--- src/rtl/pp_pipeline_accel_axi_wr_burst_sched.sv ---
`timescale 1ns/1ps
`default_nettype none
// ============================================================================
// Module   : pp_pipeline_accel_axi_wr_burst_sched
// Purpose  : gmem3 write-side burst scheduler. Splits a frame into 4KB-safe
//            AXI4 bursts, issues AW, runs the W-beat loop and retires B.
// Revision : 1.0 - initial release
// ============================================================================
module pp_pipeline_accel_axi_wr_burst_sched #(
  parameter int MAX_BURST       = 256,
  parameter int MAX_OUTSTANDING = 4
) (
  input  logic        ap_clk,
  input  logic        ap_rst,
  input  logic        ap_start,
  output logic        ap_done,
  output logic        ap_ready,
  output logic        ap_idle,
  input  logic [63:0] base_addr,
  input  logic [18:0] num_beats,
  output logic        m_axi_AWVALID,
  input  logic        m_axi_AWREADY,
  output logic [63:0] m_axi_AWADDR,
  output logic [7:0]  m_axi_AWLEN,
  output logic        loop_start,
  output logic [18:0] loop_beats,
  input  logic        loop_done,
  input  logic        m_axi_BVALID,
  output logic        m_axi_BREADY,
  input  logic [1:0]  m_axi_BRESP,
  output logic        wr_err
);

  typedef enum logic [2:0] {
    S_IDLE  = 3'd0,
    S_CALC  = 3'd1,
    S_AW    = 3'd2,
    S_RUN   = 3'd3,
    S_DRAIN = 3'd4,
    S_DONE  = 3'd5
  } state_t;

  localparam logic [18:0] c_max_burst = 19'(MAX_BURST);
  localparam logic [3:0]  c_max_out   = 4'(MAX_OUTSTANDING);

  state_t      r_state;
  state_t      w_state_nxt;
  logic [63:0] r_addr;
  logic [18:0] r_rem;
  logic [8:0]  r_blen;
  logic [7:0]  r_awlen;
  logic [3:0]  r_outstanding;
  logic        r_wr_err;
  logic        r_idle;

  logic [9:0]  w_room;
  logic [18:0] w_blen_full;
  logic        w_aw_ok;
  logic        w_aw_hs;
  logic        w_b_hs;

  // Beats left before the next 4KB boundary (512 beats of 8 bytes per page).
  assign w_room = 10'd512 - {1'b0, r_addr[11:3]};

  always_comb begin
    w_blen_full = c_max_burst;
    if ({9'd0, w_room} < w_blen_full) begin
      w_blen_full = {9'd0, w_room};
    end
    if (r_rem < w_blen_full) begin
      w_blen_full = r_rem;
    end
  end

  assign w_aw_ok = (r_outstanding < c_max_out);
  assign w_aw_hs = (r_state == S_AW) && w_aw_ok && m_axi_AWREADY;
  assign w_b_hs  = m_axi_BVALID && (r_outstanding != 4'd0);

  always_ff @(posedge ap_clk or posedge ap_rst) begin
    if (ap_rst) begin
      r_state <= S_IDLE;
    end else begin
      r_state <= w_state_nxt;
    end
  end

  always_comb begin
    w_state_nxt   = r_state;
    m_axi_AWVALID = 1'b0;
    loop_start    = 1'b0;
    ap_done       = 1'b0;
    ap_ready      = 1'b0;
    case (r_state)
      S_IDLE: begin
        if (ap_start) begin
          w_state_nxt = S_CALC;
        end
      end
      S_CALC: begin
        if (r_rem == 19'd0) begin
          w_state_nxt = S_DRAIN;
        end else begin
          w_state_nxt = S_AW;
        end
      end
      S_AW: begin
        m_axi_AWVALID = w_aw_ok;
        if (w_aw_hs) begin
          w_state_nxt = S_RUN;
        end
      end
      S_RUN: begin
        loop_start = 1'b1;
        if (loop_done) begin
          w_state_nxt = S_CALC;
        end
      end
      S_DRAIN: begin
        if (r_outstanding == 4'd0) begin
          w_state_nxt = S_DONE;
        end
      end
      S_DONE: begin
        ap_done     = 1'b1;
        ap_ready    = 1'b1;
        w_state_nxt = S_IDLE;
      end
      default: begin
        w_state_nxt = S_IDLE;
      end
    endcase
  end

  always_ff @(posedge ap_clk or posedge ap_rst) begin
    if (ap_rst) begin
      r_addr   <= 64'd0;
      r_rem    <= 19'd0;
      r_blen   <= 9'd0;
      r_awlen  <= 8'd0;
      r_wr_err <= 1'b0;
      r_idle   <= 1'b0;
    end else begin
      r_idle <= (w_state_nxt == S_IDLE);
      if ((r_state == S_IDLE) && ap_start) begin
        r_addr   <= base_addr;
        r_rem    <= num_beats;
        r_wr_err <= 1'b0;
      end
      if ((r_state == S_CALC) && (r_rem != 19'd0)) begin
        r_blen  <= 9'(w_blen_full);
        r_awlen <= 8'(w_blen_full - 19'd1);
      end
      if ((r_state == S_RUN) && loop_done) begin
        r_addr <= r_addr + {52'd0, r_blen, 3'b000};
        r_rem  <= r_rem - {10'd0, r_blen};
      end
      // Error capture wins over the start-time clear (no B can be pending in IDLE).
      if (w_b_hs && (m_axi_BRESP != 2'b00)) begin
        r_wr_err <= 1'b1;
      end
    end
  end

  always_ff @(posedge ap_clk or posedge ap_rst) begin
    if (ap_rst) begin
      r_outstanding <= 4'd0;
    end else begin
      case ({w_aw_hs, w_b_hs})
        2'b10:   r_outstanding <= r_outstanding + 4'd1;
        2'b01:   r_outstanding <= r_outstanding - 4'd1;
        default: r_outstanding <= r_outstanding;
      endcase
    end
  end

  assign ap_idle      = r_idle;
  assign m_axi_AWADDR = r_addr;
  assign m_axi_AWLEN  = r_awlen;
  assign loop_beats   = {10'd0, r_blen};
  assign m_axi_BREADY = (r_outstanding != 4'd0);
  assign wr_err       = r_wr_err;

endmodule
`default_nettype wire

--- config.mk ---
export PLATFORM = sky130hd
export DESIGN_NAME = pp_pipeline_accel_axi_wr_burst_sched
export DESIGN_NICKNAME = d
export VERILOG_FILES = /design/src/rtl/pp_pipeline_accel_axi_wr_burst_sched.sv
export SDC_FILE = /design/constraint.sdc
export NUM_CORES = 1
export LEC_CHECK = 0
export ABC_AREA = 1
export CAP_MARGIN = 20
export CORE_ASPECT_RATIO = 0.9
export CORE_UTILIZATION = 45
export DETAILED_ROUTE_END_ITERATION = 16
export GPL_TIMING_DRIVEN = 0
export PLACE_DENSITY_LB_ADDON = 0.1
export SYNTH_ARGS = -nofsm -noshare
export SYNTH_HDL_FRONTEND = slang
export SYNTH_SLANG_ARGS = --single-unit
--- constraint.sdc ---
create_clock -name ap_clk -period 3.95 [get_ports ap_clk]
set_input_delay 0.79 -clock ap_clk [delete_from_list [all_inputs] [get_ports ap_clk]]
set_output_delay 0.79 -clock ap_clk [all_outputs]
set_load 0.01 [all_outputs]
* Word level (Yosys, flattened, before mapping)
Index checks and enable logic that the tools add are counted.
Word-level totals: flip-flop bits (word level) 109, logic and storage cells 59, output and inout bits 98, input bits 91
Cells by class: reductions and logical operators 17, $add $sub $neg 6, multiplexer cells 18, $lt $le $gt $ge 3, eq/ne operators 7
Operators with widths (count):
- $mux 64 | 2
- $add 64x12->64 | 1
- $mux 19 | 2
- $logic_not 19->1 | 1
- $lt 19x10->1 | 1
- $reduce_bool 19->1 | 1
- $sub 19x9->19 | 1
- $mux 3 | 5
- $pmux 3 s5 | 1
- $lt 10x9->1 const B | 1
- $mux 10 | 1
- $sub 10x9->10 const A | 1
- $mux 9 | 1
- $pmux 4 s2 | 1
- $reduce_bool 2->1 | 4
- $sub 8x1->8 const B | 1
- $logic_and 1x1->1 | 7
- $eq 3x2->1 const B | 2
- $eq 3x3->1 const B | 2
- $logic_not 3->1 | 2
- $mux 1 | 5
- $add 4x1->4 const B | 1
- $logic_not 4->1 | 1
- $lt 4x3->1 const B | 1
- 5 further kinds | 5

* Depth between registers and ports, before layout
depth in word-level cells 6, mapped depth 24, gate-level depth less buffers 23

* Worst setup path after synthesis
Ideal clock, no wire load.
path type register to register, start point register r_addr[4] (netlist: m_axi_AWADDR[4]), end point register r_awlen[6] (netlist: m_axi_AWLEN[6]), path slack 0.694 ns, library setup time 0.117 ns, path buffers 1, clock period less this slack 3.256 ns, required time 3.833 ns, cell stages (with the launch flop) 23, arrival time 3.138 ns, path through dfrtp_1 inv_1 ha_1 nand3_1 nor2_2 nand3_2 o21ai_2 o211ai_1 ha_1 nand2_1 o21a_1 nor2_1 nor3_4 nand2_2 buf_6 nand2_1 nand2_2 ha_1 nand2_2 nor2_2 nand3_1 nand3_1 nand2_1
On the way: longest elaborated chain between the ends 6
Ends and longest elaborated chain:
- from (decl) | RTL line 48 | logic [63:0] r_addr;
- from (signal assigned) | RTL line 145 | r_addr <= base_addr;
- from (signal assigned) | RTL line 154 | r_addr <= r_addr + {52'd0, r_blen, 3'b000};
- $sub 10x9->10 * | RTL line 63 | assign w_room = 10'd512 - {1'b0, r_addr[11:3]};
- $lt 10x9->1 | RTL line 67 | if ({9'd0, w_room} < w_blen_full) begin
- $mux 10 * | RTL line 67
- $lt 19x10->1 | RTL line 70 | if (r_rem < w_blen_full) begin
- $mux 9 * | RTL line 70
- $sub 8x1->8 * | RTL line 151 | r_awlen <= 8'(w_blen_full - 19'd1);
- to (signal assigned) | RTL line 151
- to (decl) | RTL line 51 | logic [7:0] r_awlen;
Mark *: on every way between the ends. The rest lies on a longest branch, timed or not. A chain may end at the register's enable or synchronous reset.

* Worst setup path after layout
Same ends and word-level chain as after synthesis.

==> impl_metrics.env <==
export IMPL_status="completed"
export IMPL_cp_cell_sequence="inv_2, ha_1, nand3_2, nor2_4, nand3_2, o21ai_4, o211ai_1, ha_1, nand2_1, o21a_1, nor2_1, nor3_4, nand2_2, buf_6, nand2_1, nand2_2, ha_1, nand2_2, nor2_2, nand2_1, nand2_1, nand3_1, nand2_1"
export IMPL_cp_required_ps=4210
export IMPL_fin_ws_ps=219
export IMPL_port_buffer_count=178
export IMPL_reg2reg_slack_ps=220
export IMPL_areaGrowthSynthToFinish_pct=29.3
export IMPL_synth_edf_count=0
export IMPL_netlist_top_cells_count="nand2_1 (349), inv_1 (169), dfrtp_1 (109), nor2_1 (106), nand3_1 (80)"
export IMPL_async_flop_share=1.00
export IMPL_whs_ps=484
export IMPL_critPathLaunch="m_axi_AWADDR[4]"
export IMPL_h_tree_depth=3
export IMPL_gp_congestion=0.935
export IMPL_post_place_ws_ps=170
export IMPL_worst_path_max_fanout=10
export IMPL_top_usage_layer="met1"
export IMPL_yosysUniqueCellTypes=51
export IMPL_drt_wl_total_um=29700
export IMPL_dr_first_iter_drc_count=721
export IMPL_critPathMaxStageDelay_ps=440
export IMPL_routedWlPerCell_um=17.7
export IMPL_hold_path_cell_count=2
export IMPL_fillers=1856
export IMPL_detail_route_antenna_nets=0
export IMPL_timing_fmax_mhz=268
export IMPL_gr_total_overflow=0
export IMPL_finalHoldViolCount=0
export IMPL_grt_max_degree=78
export IMPL_chipHeight_um=132
export IMPL_cts_root_buf="clkbuf_16"
export IMPL_layout_drive_gt1_share=0.0621
export IMPL_clock_skew_ps=9.75
export IMPL_synth_most_common_cell="nand2_1"
export IMPL_clk_pin_slew_worst_paths_ps=80
export IMPL_syn_inst=1228
export IMPL_die_w_um=146
export IMPL_path_class="reg -> reg"
export IMPL_core_area_um2=18300
export IMPL_drv_cap=0
export IMPL_synthesis_area_um2=8410
export IMPL_ys_ff_latch=109
export IMPL_ctsHoldBuffers=0
export IMPL_remaining_drc_errors=0
export IMPL_antenna_cells=0
export IMPL_worst_pin_slew_ps=796
export IMPL_fin_util=0.593
export IMPL_crit_arrival_ps=3990
export IMPL_die_area_um2=19200
export IMPL_r2r_end="m_axi_AWLEN[6]"
export IMPL_cts_tree="done"
export IMPL_max_slew_margin=0.469
export IMPL_crit_top_cell="nand2_1"
export IMPL_synth_area_leaders="dfrtp_1 (32%), nand2_1 (16%), inv_1 (7.5%)"
export IMPL_hpwlAfterDp_um=24200
export IMPL_setup_viol=0
export IMPL_cp_slowest_cell="dfrtp_1"
export IMPL_boundaryPins=189
export IMPL_final_min_clock_period_ps=3730
export IMPL_syn_avg_cell_area_um2=6.85
export IMPL_first_pass_iters=5
export IMPL_avgViaCountPerCell=5.38
export IMPL_clock_sink_count=109
export IMPL_fin_nets=1553
export IMPL_rows=47
export IMPL_clk_latency_ps=370
export IMPL_end_kind="flop"
export IMPL_power_w=0.00830
export IMPL_met1_usage=0.470
export IMPL_irDropWorstVdd_mv=0.387
export IMPL_yosys_most_used_dff="dfrtp_1"
export IMPL_p_leak_nw=4.75
export IMPL_crit_end="m_axi_AWLEN[6]"
export IMPL_power_density_nw_per_um2=763
export IMPL_grt_util_met3=0.0649
export IMPL_report_final_slew_viol_count=0
export IMPL_synth_top_area_frac=0.324
export IMPL_initial_core_util=0.458
export IMPL_vias=9025
export IMPL_seq_area_frac_synth=0.324
export IMPL_placed_cells=1661
export IMPL_synth_warnings=0
export IMPL_yosys_area_top_type="dfrtp_1"
export IMPL_reg2reg_depth=23
export IMPL_grt_pass1_vias=8492
export IMPL_startpoint_type="flop"
export IMPL_grt_pass1_wl_um=46800
export IMPL_antenna_found_initial=0
export IMPL_track_usage=0.315
export IMPL_use_met2=0.467
export IMPL_finalCritPeriodShare=0.945
export IMPL_clock_path_buffers=2
export IMPL_instances_no_fill=1678
export IMPL_hold_path_class="reg -> reg"
export IMPL_r2r_start="m_axi_AWADDR[4]"
export IMPL_cts_buffers=9
-- worst min-delay path by stage --
stage | to | slack (ps) | from
after detailed placement | m_axi_AWADDR[1] | 470 | m_axi_AWADDR[1]
after floorplan | r_outstanding[3] | 450 | r_outstanding[3]
after global placement | m_axi_AWADDR[0] | 460 | m_axi_AWADDR[0]
after CTS | r_outstanding[3] | 490 | r_outstanding[3]
after global routing | r_outstanding[3] | 510 | r_outstanding[3]
final | m_axi_AWADDR[1] | 480 | m_axi_AWADDR[1]
-- registers in the layout (all words and copies together) (netlist names) --
signal         flops
ap_idle            1
m_axi_AWADDR      64
m_axi_AWLEN        8
r_blen             9
r_outstanding      4
r_rem             19
r_state            3
wr_err             1
-- cell usage in the layout, fill, tap and decap left out, types with 13 or more instances in the layout --
cell type	instances
clkdlybuf4s50_1	178
o211ai_1	56
dfrtp_1	108
nor3_1	32
nand2_1	349
clkbuf_1	13
xor2_1	41
inv_1	167
nor2_1	106
o21ai_0	56
nand4_1	25
ha_1	31
nand3_1	79
a21oi_1	32
-- final cells by class --
cell class	instances	area, um2	share of cell area
multi-input cells	915	4860	0.447
flip-flops and latches	109	2730	0.251
repair buffers	180	1820	0.167
inverters	171	647	0.0595
well taps	245	307	0.0282
plain buffers	42	228	0.0209
clock buffers	9	225	0.0207
clock inverters	7	60.1	0.00552
-- logic make-up after synthesis --
family                   count (synthesis)  share of synthesized area
AND/OR/NAND/NOR                        644                      0.336
buffers and inverters                  213                      0.103
AO/OA/AOI/OAI                          182                      0.136
flip-flops                             109                      0.324
XOR/XNOR                                45                     0.0469
adder cells (fa/ha/maj)                 34                     0.0533
other                                    1                   0.000446
-- stage by stage --
step	setup TNS, ps	area [um2]
finish	0	10900
global route	-3.33	10900
CTS	0	10900
detailed placement	0	10600
global placement	-169890	10500
floorplan	0	8440
-- power breakdown --
part / internal, W / switching, W / leakage (nW) / total, W
Clock: 0.000440 / 0.000474 / 0.142 / 0.000914
Combinational: 0.00209 / 0.00293 / 3.26 / 0.00501
Sequential: 0.00165 / 0.000721 / 1.35 / 0.00237
-- routing by layer --
layer / wire, um / share of wire
met1: 14200 / 0.48
met2: 12500 / 0.42
met3: 2600 / 0.088
met4: 380 / 0.013
met5: 0 / 0
-- critical path, delay by kind of cell (launching register included) --
family / cells / cell delay, ps
adder cells (fa/ha/maj): 3 / 780
buffers and inverters: 2 / 270
AO/OA/AOI/OAI: 3 / 520
AND/OR/NAND/NOR: 15 / 1610
flip-flops: 1 / 440
-- repair_timing --
item,CTS,global route
endpoints found under the setup margin,0,3
endpoints found under the hold margin,0,0
buffers inserted,0,1
resized for setup,0,5
(Power assumes the default switching activity.)
